### src/rtl/lia_dither_generator.sv
// lia_dither_generator: paced square/triangle dither source with scale, offset and saturation,
// emitting samples plus aligned reference and cycle-start markers for the lock-in demodulator.
package lia_pkg;
  localparam int word_width = 16;
endpackage

module lia_dither_generator
  import lia_pkg::*;
#(
  parameter int div_width   = 16,
  parameter int phase_width = 10
) (
  input  logic                   clk,
  input  logic                   rst,
  input  logic                   enable,
  input  logic                   waveform_sel,
  input  logic [div_width-1:0]   sample_div,
  input  logic [phase_width-1:0] phase_step,
  input  logic [word_width-1:0]  amplitude,
  input  logic [word_width-1:0]  offset,
  output logic [word_width-1:0]  sample_out,
  output logic                   sample_out_valid,
  output logic                   ref_out,
  output logic                   cycle_start
);
  localparam int w = word_width;
  localparam int p = phase_width;
  localparam logic [w-1:0] pos_full = {1'b0, {(w-1){1'b1}}};
  localparam logic [w-1:0] neg_full = {1'b1, {(w-2){1'b0}}, 1'b1};
  localparam logic [w-1:0] min_word = {1'b1, {(w-1){1'b0}}};
  localparam logic signed [2*w-1:0] sat_hi = {{(w+1){1'b0}}, {(w-1){1'b1}}};
  localparam logic signed [2*w-1:0] sat_lo = {{(w+1){1'b1}}, {(w-1){1'b0}}};

  logic [div_width-1:0] cnt_q, cnt_d;
  logic [p-1:0] phase_q, phase_d;
  logic wrap_q, wrap_d, v1_q, v1_d;
  logic [w-1:0] shape_q, shape_d;
  logic ref2_q, ref2_d, wrap2_q, wrap2_d, v2_q, v2_d;
  logic [w-1:0] sample_q, sample_d;
  logic ref_q, ref_d, cs_q, cs_d, valid_q, valid_d;

  logic tick;
  logic [p:0] sum;
  logic [p-2:0] q;
  logic [w-1:0] u, tri_shape, sq_shape;
  logic signed [2*w-1:0] prod, scaled, off_ext, total;

  always_comb begin
    tick = enable && (cnt_q >= sample_div);
    cnt_d = (enable && !tick) ? cnt_q + 1'b1 : '0;
    sum = {1'b0, phase_q} + {1'b0, phase_step};
    phase_d = !enable ? '0 : tick ? sum[p-1:0] : phase_q;
    wrap_d = !enable ? 1'b0 : tick ? sum[p] : wrap_q;
    v1_d = tick;
    // Triangle folds the lower phase bits on the falling half, then recentres around zero
    q = phase_q[p-1] ? ~phase_q[p-2:0] : phase_q[p-2:0];
    u = w'(q) << (w-p+1);
    tri_shape = u ^ min_word;
    sq_shape = phase_q[p-1] ? neg_full : pos_full;
    shape_d = v1_q ? (waveform_sel ? tri_shape : sq_shape) : shape_q;
    ref2_d = v1_q ? phase_q[p-1] : ref2_q;
    wrap2_d = v1_q ? wrap_q : wrap2_q;
    v2_d = enable && v1_q;
    prod = $signed(shape_q) * $signed(amplitude);
    scaled = prod >>> (w-1);
    off_ext = {{w{offset[w-1]}}, offset};
    total = scaled + off_ext;
    sample_d = !v2_q ? sample_q : total > sat_hi ? pos_full : total < sat_lo ? min_word : total[w-1:0];
    ref_d = v2_q ? ref2_q : ref_q;
    valid_d = enable && v2_q;
    cs_d = enable && v2_q && wrap2_q;
  end

  always_ff @(posedge clk or negedge rst) begin
    if (!rst) begin
      cnt_q <= '0;
      phase_q <= '0;
      wrap_q <= 1'b0;
      v1_q <= 1'b0;
      shape_q <= '0;
      ref2_q <= 1'b0;
      wrap2_q <= 1'b0;
      v2_q <= 1'b0;
      sample_q <= '0;
      ref_q <= 1'b0;
      cs_q <= 1'b0;
      valid_q <= 1'b0;
    end else begin
      cnt_q <= cnt_d;
      phase_q <= phase_d;
      wrap_q <= wrap_d;
      v1_q <= v1_d;
      shape_q <= shape_d;
      ref2_q <= ref2_d;
      wrap2_q <= wrap2_d;
      v2_q <= v2_d;
      sample_q <= sample_d;
      ref_q <= ref_d;
      cs_q <= cs_d;
      valid_q <= valid_d;
    end
  end

  assign sample_out = sample_q;
  assign sample_out_valid = valid_q;
  assign ref_out = ref_q;
  assign cycle_start = cs_q;
endmodule

### config.mk
export PLATFORM = sky130hd
export DESIGN_NAME = lia_dither_generator
export DESIGN_NICKNAME = d
export VERILOG_FILES = /design/src/rtl/lia_dither_generator.sv
export SDC_FILE = /design/constraint.sdc
export NUM_CORES = 1
export LEC_CHECK = 0
export ABC_AREA = 1
export CAP_MARGIN = 20
export CELL_PAD_IN_SITES_DETAIL_PLACEMENT = 1
export CELL_PAD_IN_SITES_GLOBAL_PLACEMENT = 2
export CORE_MARGIN = 1.5
export CORE_UTILIZATION = 25
export CTS_CLUSTER_SIZE = 40
export DETAILED_ROUTE_END_ITERATION = 16
export GPL_TIMING_DRIVEN = 0
export PLACE_DENSITY_LB_ADDON = 0.15
export REMOVE_ABC_BUFFERS = 1
export SLEW_MARGIN = 10
export SYNTH_ARGS = -nofsm -noshare
export SYNTH_HDL_FRONTEND = slang
export SYNTH_SLANG_ARGS = --single-unit
### constraint.sdc
create_clock -name clk -period 15.3 [get_ports clk]
set_input_delay 3.06 -clock clk [delete_from_list [all_inputs] [get_ports clk]]
set_output_delay 3.06 -clock clk [all_outputs]
set_load 0.01 [all_outputs]
==> results of run 1 <==
-- through the flow --
stage          hold WS, ns  instance area, um^2  setup slack, ns
2_1_floorplan        0.442                13800             5.75
3_3_place_gp         0.468                15500             3.33
3_5_place_dp         0.466                15600             3.33
4_1_cts              0.479                15900             3.65
5_1_grt              0.503                15900             3.13
6_report             0.473                15900             3.81
-- metal layers --
layer / GRT usage, % / vias to the layer above
li1: - / 5436
met1: 20.7 / 5481
met2: 28.3 / 84
met3: 1.58 / 20
met4: 2.88 / 2
met5: 0 / -
-- Yosys cell counts (2+ instances only) --
cell and instances:
o21ai_2 2, nand4_1 8, nor2_1 90, a21oi_2 7
nor3b_1 4, fa_1 246, a31oi_1 5, clkbuf_1 41
o21ai_0 52, dfrtp_1 61, nand2_2 10, nand2_1 411
nor2_2 3, a21oi_1 78, and3_1 2, nand3_1 43
buf_6 2, or2_2 2, ha_1 124, nor3_1 17
inv_1 528, nand3b_1 2, o21bai_1 10, xor2_1 24
and2_1 2, o211ai_1 4, xnor2_1 18, o22ai_1 8
nor4_1 2
-- sequential cells by signal, indices dropped and copies added (netlist names) --
register,count
wrap2_q,1
v1_q,1
phase_q,10
cycle_start,1
cnt_q,16
ref2_q,1
ref_out,1
sample_out_valid,1
wrap_q,1
sample_out,16
shape_q,11
v2_q,1
-- worst paths after layout --
check / from / to / depth (start not counted)
worst max-delay path: amplitude[1] / sample_out[7] / 32
worst min-delay path: ref2_q / ref2_q / 2
worst max register to register: shape_q[15] / sample_out[7] / 31
worst min register to register: ref2_q / ref2_q / 2
max in group asynchronous: rst / shape_q[14] / 2
min in group asynchronous: rst / sample_out[9] / 1
-- area by class of cell --
type                    instances  share of cell area, %
well taps                     748                   5.88
clock buffers                  12                   1.55
repair buffers                 82                   5.29
clock inverters                 4                  0.598
inverters                     530                   12.5
multi-input cells            1186                   64.6
flip-flops and latches         61                   9.59
-- critical path, delay by kind of cell --
kind / cells / cell delay (ns)
AOI/OAI and AO/OA: 4 / 1.19
buffers and inverters: 7 / 1.50
adders and majority gates: 8 / 4.00
xor gates and xnor gates: 1 / 0.26
and+or+nand+nor: 12 / 1.64
-- cells by family after synthesis --
logic type | count (synthesis) | share of synthesized area, %
flops | 61 | 10.9
buf+inv | 576 | 15.7
xor+xnor | 42 | 2.63
mux | 1 | 0.0715
compound gates | 173 | 6.93
fa+ha+maj | 370 | 46.3
simple gates | 600 | 17.5
==> results.md, run 1 <==
- Number of diodes: 0
- WL final: 41700 um
- Slew at the pin closest to its max-slew limit: 0.943 ns
- Reported max-cap violation count: 0
- Placed insts: 2607
- Wire length per cell: 15.9 um
- R2R setup slack: 6.52 ns
- CORE AREA: 55200 um^2
- Tcrit/Tclk final: 75.1%
- Root Buffer: clkbuf_16
- Clock Latency Late Sink: 0.35 ns
- CP max stage delay: 0.74 ns
- Register area share after synthesis: 10.9%
- DRC errors left: 0
- Synthesized cell area: 14000 um^2
- RSZ-0062 raised after global routing: no
- Startpoint types: input port
- Outcome: finished clean
- M1 WL: 19400 um
- # Post-CTS Setup Buffers: 0
- Yosys reg bits: 61
- Vias: 11.0k
- GR Util All Layers: 15.8%
- Avg Inst Size Synth: 7.68 um^2
- Clock Path Buffers: 2
- Synth top area share: 35.2%
- DR WL met3: 895 um
- RePlAce Congestion: 0.804
- Total global routing overflow: 0
- Fraction of final layout cells sized beyond drive strength 1: 2.51%
- Final nets: 2302
- Setup TNS: 0 ns
- FP Rows: 86
- DR top layer: met5
- Syn Inst Count: 1823
- I/O Pins: 81
- Drt via density: 4.20
- CTS Hold Bufs: 0
- Crit path kind: in -> reg
- Initial Util: 25.4%
- Routed Antenna Nets: 0
- Iter 0 DRT Violations: 350
- Distinct cell type count after synthesis: 46
- CTS tree: done
- Final setup vio count: 0
- Vias in the first global route: 12.9k
- Minimum clock period: 11.49 ns
- Worst min path class: reg -> reg
- Area delta synth->final: 13.6%
- Critical path's slowest cell: fa_1
- Die height: 240 um
- CP max FO: 11
- CTS sink count: 61
- Multi-input gate area: 10300 um^2
- I/O Buffers: 80
- Die area: 57400 um^2
- Ys Warns: 0
- Achievable Freq: 87.0 MHz
- Met2 WL post-DR: 20900 um
- Fillcell total: 6680
- Register Area: 1530 um^2
- Area contributors post-synth: fa_1, inv_1, ha_1
- CTS Buf Count: 9
- Ys flop type: dfrtp_1
- DR pass1 iterations: 4
- Crit path DAT: 11.68 ns
- Post-DP HPWL: 36100 um
- Antenna violations before repair: 1
- H-tree depth: 3
- End-of-flow core utilization: 28.8%
- Clock transition at path regs: 0.06 ns
- EDFF count, synth: 0
- Share of synthesized flip-flops with an asynchronous set or reset: 100%
- Headroom to the max-slew limit: 37.1%
- Critical Path RT: 15.50 ns
- Hold Violations, Final: 0
- Final-report max-slew violation count: 0
- First-pass GRT wire length: 70300 um
- Final non-filler cell total: 2623
- Yosys top cell by area: fa_1
- CTS resizes: 0
- Die W: 240 um
- Element type at the critical path end: flop
- Commonest non-fill, non-tap cell in the layout: inv_1
- Clock skew: 0.00552 ns
- Highest-count cells in the layout ignoring fill and taps: inv_1, nand2_1, fa_1
- Crit-path most repeated cell: nand2_1
- Largest net degree at the start of global routing: 57
Power of run 1 is not shown: default switching activity piles up to over one toggle a cycle in this logic, so the estimate is an artifact.
==> inputs of run 2 (changes only) <==
==> constraint.sdc (replaced) <==
create_clock -name clk -period 10 [get_ports clk]
set_input_delay 2 -clock clk [delete_from_list [all_inputs] [get_ports clk]]
set_output_delay 2 -clock clk [all_outputs]
set_load 0.01 [all_outputs]
==> results.md, run 2 (synthesized netlist as in run 1, its figures left out) <==
- RR Startpoint: shape_q[15]
- Element type at the critical path end: flop
- Worst Hold End: ref2_q
- RePlAce Congestion: 0.804 (unchanged)
- Final-report max-slew violation count: 0 (unchanged)
- FP Rows: 86 (unchanged)
- Iter 0 DRT Violations: 349 (-0.29%)
- Routed Antenna Nets: 0 (unchanged)
- DR pass1 iterations: 4 (unchanged)
- Wire length per cell: 15.9 um (+0.18%)
- Die W: 240 um (unchanged)
- RSZ-0062 raised after global routing: no
- CP max stage delay: 0.64 ns (-0.10 ns)
- Register Area: 1530 um^2 (unchanged)
- Clock skew: 0.00396 ns (-0.00156 ns)
- Clock Path Buffers: 2 (unchanged)
- Worst hold path stage count: 2 (unchanged)
- Hold path startpoint: ref2_q
- Minimum clock period: 9.50 ns
- Fraction of final layout cells sized beyond drive strength 1: 4.03% (+1.5 points)
- First-pass GRT wire length: 70300 um (about the same)
- H-tree depth: 3 (unchanged)
- Die area: 57400 um^2 (unchanged)
- CP bufs+invs: 6 (-1)
- Capture point of the worst reg-to-reg path: sample_out[12]
- Worst min path class: reg -> reg
- Post-DP HPWL: 36100 um (unchanged)
- R2R setup slack: 1.75 ns (-4.77 ns)
- Setup TNS: 0 ns (unchanged)
- Pre-CTS WS: -0.913 ns (-4.24 ns)
- Tcrit/Tclk final: 95.0%
- Clock transition at path regs: 0.05 ns (about the same)
- CORE AREA: 55200 um^2 (unchanged)
- Commonest non-fill, non-tap cell in the layout: inv_1
- Post-route design area: 16000 um^2 (+0.80%)
- Highest-count cells in the layout ignoring fill and taps: inv_1, nand2_1, fa_1
- Outcome: finished clean
- Fillcell total: 6673 (-0.10%)
- DRC errors left: 0 (unchanged)
- Number of diodes: 0 (unchanged)
- Achievable Freq: 105 MHz
- Worst reg-to-reg path cell count: 33 (+6.5%)
- Area delta synth->final: 14.5%
- Largest net degree at the start of global routing: 57 (unchanged)
- WL final: 41900 um (+0.60%)
- Placement Cell Area: 15600 um^2 (unchanged)
- Clock Latency Late Sink: 0.35 ns (about the same)
- Drt via density: 4.21 (+0.14%)
- Initial Util: 25.4% (unchanged)
- CTS Buf Count: 9 (unchanged)
- Startpoint types: input port
- Final setup vio count: 0 (unchanged)
- Final Worst Setup Slack: 0.505 ns (-3.31 ns)
- CP max FO: 11 (unchanged)
- Vias: 11.1k (+0.56%)
- Crit path kind: in -> reg
- Crit-path leading delay family: adder cells
- CTS sink count: 61 (unchanged)
- Hold Violations, Final: 0 (unchanged)
- Critical path's slowest cell: dlygate4sd2_1
- Crit-path most repeated cell: nand2_1
- Die height: 240 um (unchanged)
- Critical Path RT: 10.23 ns (-5.27 ns)
- Root Buffer: clkbuf_16
- Headroom to the max-slew limit: 40.2% (+3.1 points)
- GR Util All Layers: 15.8% (about the same)
- CTS tree: done
- I/O Buffers: 80 (unchanged)
- Hold slack: 0.472 ns (-0.000299 ns)
- CTS Hold Bufs: 0 (unchanged)
- Vias in the first global route: 12.9k (-0.016%)
- Total global routing overflow: 0 (unchanged)
- Antenna violations before repair: 1 (unchanged)
- Multi-input gate area: 10300 um^2 (+0.52%)
- Crit path DAT: 9.73 ns (-1.95 ns)
- Slew at the pin closest to its max-slew limit: 0.897 ns (-0.0465 ns)
- Final nets: 2313 (+0.48%)
- I/O Pins: 81 (unchanged)
- Reported max-cap violation count: 0 (unchanged)
-- run 2: cell types whose count changed in the layout (fill, tap and decap cells not counted), moves of 2 or more --
cell / change
inv_1: -2
nor3_2: +2
clkinvlp_4: +3
nor3_1: -2
dlygate4sd2_1: +6
a21oi_1: -2
clkbuf_2: +5
clkdlybuf4s50_1: -13
buf_4: +9
-- run 2: layout make-up --
cell class	instances	area share [%]
Clock inverter	4	0.593
Inverter	530	12.5
Multi-Input combinational cell	1186	64.4
Timing Repair Buffer	92	5.60
Timing Repair inverter	1	0.0312
Tap cell	748	5.84
Clock buffer	12	1.54
Sequential cell	61	9.52
-- run 2: repair_timing --
item / CTS / global route
gates cloned: 0 / 1
setup endpoints to repair: 15 / 16
resized for setup: 14 / 25
buffers inserted: 2 / 8
pin swaps: 1 / 0
-- run 2: how the worst max path moves through the flow --
stage | start | end | cells after the start
6_report | amplitude[10] | sample_out[12] | 32
5_1_grt | amplitude[6] | sample_out[12] | 34
3_5_place_dp | amplitude[1] | sample_out[7] | 32
4_1_cts | amplitude[1] | sample_out[12] | 33
3_3_place_gp | amplitude[1] | sample_out[3] | 32
2_1_floorplan | amplitude[6] | sample_out[3] | 32
-- run 2: through the flow --
| stage | std cells | utilization [%] |
|---|---|---|
| after global routing | 2634 | 29.1 |
| after CTS | 2625 | 28.9 |
| after detailed placement | 2607 | 28.2 |
| after floorplan | 1777 | - |
| after global placement | 2605 | 28.1 |
| final | 2634 | 29.1 |
-- run 2: layer usage --
| metal | vias up | global-route usage (%) | routed length [um] |
|---|---|---|---|
| met2 | 88 | 28.4 | 21100 |
| met5 | - | 0 | 17 |
| met3 | 23 | 1.58 | 907 |
| li1 | 5457 | - | - |
| met1 | 5515 | 20.7 | 19500 |
| met4 | 2 | 2.88 | 437 |
-- run 2: worst min-delay path, stage by stage, from the launching register on --
cell and delay (ns):
dfrtp_1 0.34, nand2_1 0.05, nand2_1 0.05
Power of run 2 is left out for the same reason.
==> inputs of run 3 (changes only) <==
--- a/config.mk
+++ b/config.mk
@@ -9,7 +9,7 @@
 export CAP_MARGIN = 20
 export CELL_PAD_IN_SITES_DETAIL_PLACEMENT = 1
 export CELL_PAD_IN_SITES_GLOBAL_PLACEMENT = 2
-export CORE_MARGIN = 1.5
+export CORE_MARGIN = 3
 export CORE_UTILIZATION = 25
 export CTS_CLUSTER_SIZE = 40
 export DETAILED_ROUTE_END_ITERATION = 16
==> results.md, run 3 (synthesized netlist as in run 1, its figures left out) <==
- Outcome: finished clean
- Crit-path leading delay family: adder cells
- Hold Violations, Final: 0 (unchanged)
- First-pass GRT wire length: 70800 um (+0.63%)
- Iter 0 DRT Violations: 314 (-10%)
- End-of-flow core utilization: 28.9% (-0.19 points)
- Wire length per cell: 16.0 um (+0.37%)
- Area delta synth->final: 13.8%
- Final-report max-slew violation count: 0 (unchanged)
- Final Worst Setup Slack: 0.612 ns (+0.107 ns)
- FP Rows: 86 (unchanged)
- Die area: 58900 um^2 (+2.5%)
- CTS sink count: 61 (unchanged)
- Register Area: 1530 um^2 (unchanged)
- Vias in the first global route: 12.9k (+0.58%)
- Number of diodes: 0 (unchanged)
- CP bufs+invs: 8 (+2)
- Element type at the critical path end: flop
- WL final: 42100 um (+0.37%)
- Fillcell total: 6720 (+0.70%)
- Initial Util: 25.4% (unchanged)
- Critical path's slowest cell: fa_1
- CTS Buf Count: 9 (unchanged)
- Multi-input gate area: 10300 um^2 (about the same)
- Antenna violations before repair: 2 (+1)
- Drt via density: 4.24 (+0.68%)
- Clock skew: 0.00614 ns (+0.00218 ns)
- Achievable Freq: 107 MHz (+1.1%)
- DR pass1 iterations: 4 (unchanged)
- CP max stage delay: 0.53 ns (-0.11 ns)
- Slew at the pin closest to its max-slew limit: 0.919 ns (+0.0219 ns)
- I/O Pins: 81 (unchanged)
- CTS tree: done
- Commonest non-fill, non-tap cell in the layout: inv_1
- Tcrit/Tclk final: 93.9% (-1.1 points)
- Headroom to the max-slew limit: 38.8% (-1.5 points)
- Worst min path class: reg -> reg
- DRC errors left: 0 (unchanged)
- Fraction of final layout cells sized beyond drive strength 1: 4.35% (+0.32 points)
- Final setup vio count: 0 (unchanged)
- Reported max-cap violation count: 0 (unchanged)
- Vias: 11.2k (+0.68%)
- Crit path DAT: 9.61 ns (-0.12 ns)
- Post-DP HPWL: 36400 um (+0.89%)
- RSZ-0062 raised after global routing: no
- I/O Buffers: 80 (unchanged)
- H-tree depth: 3 (unchanged)
- Crit path kind: in -> reg
- Crit-path most repeated cell: nand2_1
- Minimum clock period: 9.39 ns (-0.107 ns)
- Die height: 243 um (+1.3%)
- Pre-CTS WS: -0.961 ns (-0.0479 ns)
- Largest net degree at the start of global routing: 56 (-1.8%)
- Startpoint types: input port
- RePlAce Congestion: 0.803 (-0.20%)
- Total global routing overflow: 0 (unchanged)
- Routed Antenna Nets: 0 (unchanged)
- Root Buffer: clkbuf_16
- Highest-count cells in the layout ignoring fill and taps: inv_1, nand2_1, fa_1
- GR Util All Layers: 15.1% (-0.74 points)
- Clock Latency Late Sink: 0.34 ns (about the same)
- Setup TNS: 0 ns (unchanged)
- Clock Path Buffers: 2 (unchanged)
- Critical Path RT: 10.22 ns (about the same)
- Die W: 243 um (+1.3%)
- CP max FO: 11 (unchanged)
- CORE AREA: 55200 um^2 (unchanged)
- Final nets: 2313 (unchanged)
- Clock transition at path regs: 0.06 ns (about the same)
## run 3: cell count changes in the layout (fill, tap and decap cells not counted), sizes merged, moves of 2 or more
cell           delta
bufinv            -3
clkbuf            +7
clkdlybuf4s50     -2
clkinv            +3
dlygate4sd2       -6
dlymetal6s2s      +2
## run 3: path summary, 6_finish.rpt
check | start | to | slack (ns) | cells after the start
setup / recovery | amplitude[5] | sample_out[8] | 0.61 | 34
hold / removal | ref2_q | ref2_q | 0.48 | 2
setup reg to reg | shape_q[6] | sample_out[8] | 1.67 | 31
hold reg to reg | ref2_q | ref2_q | 0.48 | 2
max in group asynchronous | rst | shape_q[0] | 7.99 | 2
min in group asynchronous | rst | sample_out[9] | 1.48 | 1
## run 3: timing repair
action / CTS / global route
cloned: 0 / 1
hold buffers: 0 / 0
pin swaps: 1 / 0
setup buffers: 1 / 9
resized for setup: 8 / 39
setup endpoints to repair: 15 / 16
## run 3: worst register-to-register path, delay by kind of cell, from the launching register on
kind | cells | cell delay [ns]
buffers and inverters | 5 | 0.66
AND/OR/NAND/NOR | 10 | 1.22
flip-flops | 1 | 0.86
AO/OA/AOI/OAI | 6 | 1.07
adder cells (fa/ha/maj) | 9 | 3.94
XOR/XNOR | 1 | 0.44
## run 3: final cells by class
| type | instances | area share (%) |
|---|---|---|
| multi-input cells | 1186 | 64.8 |
| inverters | 530 | 12.5 |
| flip-flops and latches | 61 | 9.58 |
| well taps | 748 | 5.87 |
| repair buffers | 92 | 5.50 |
| clock buffers | 12 | 1.55 |
| clock inverters | 4 | 0.149 |
| repair inverters | 1 | 0.0314 |
## run 3: routing by layer
| layer | GRT usage [%] | vias to the layer above | wire length, um |
|---|---|---|---|
| met2 | 27.2 | 89 | 21100 |
| met4 | 3.22 | 2 | 739 |
| met5 | 0 | - | 11 |
| met3 | 1.15 | 37 | 665 |
| met1 | 19.8 | 5582 | 19500 |
| li1 | - | 5450 | - |
## run 3: through the flow
stage	std cells	hold WS, ns	cell area, um^2
final	2634	0.478	15900
after global routing	2634	0.504	15900
after global placement	2605	0.467	15500
after CTS	2624	0.483	15900
after floorplan	1777	0.442	13800
after detailed placement	2607	0.470	15600
Power of run 3 is left out for the same reason.
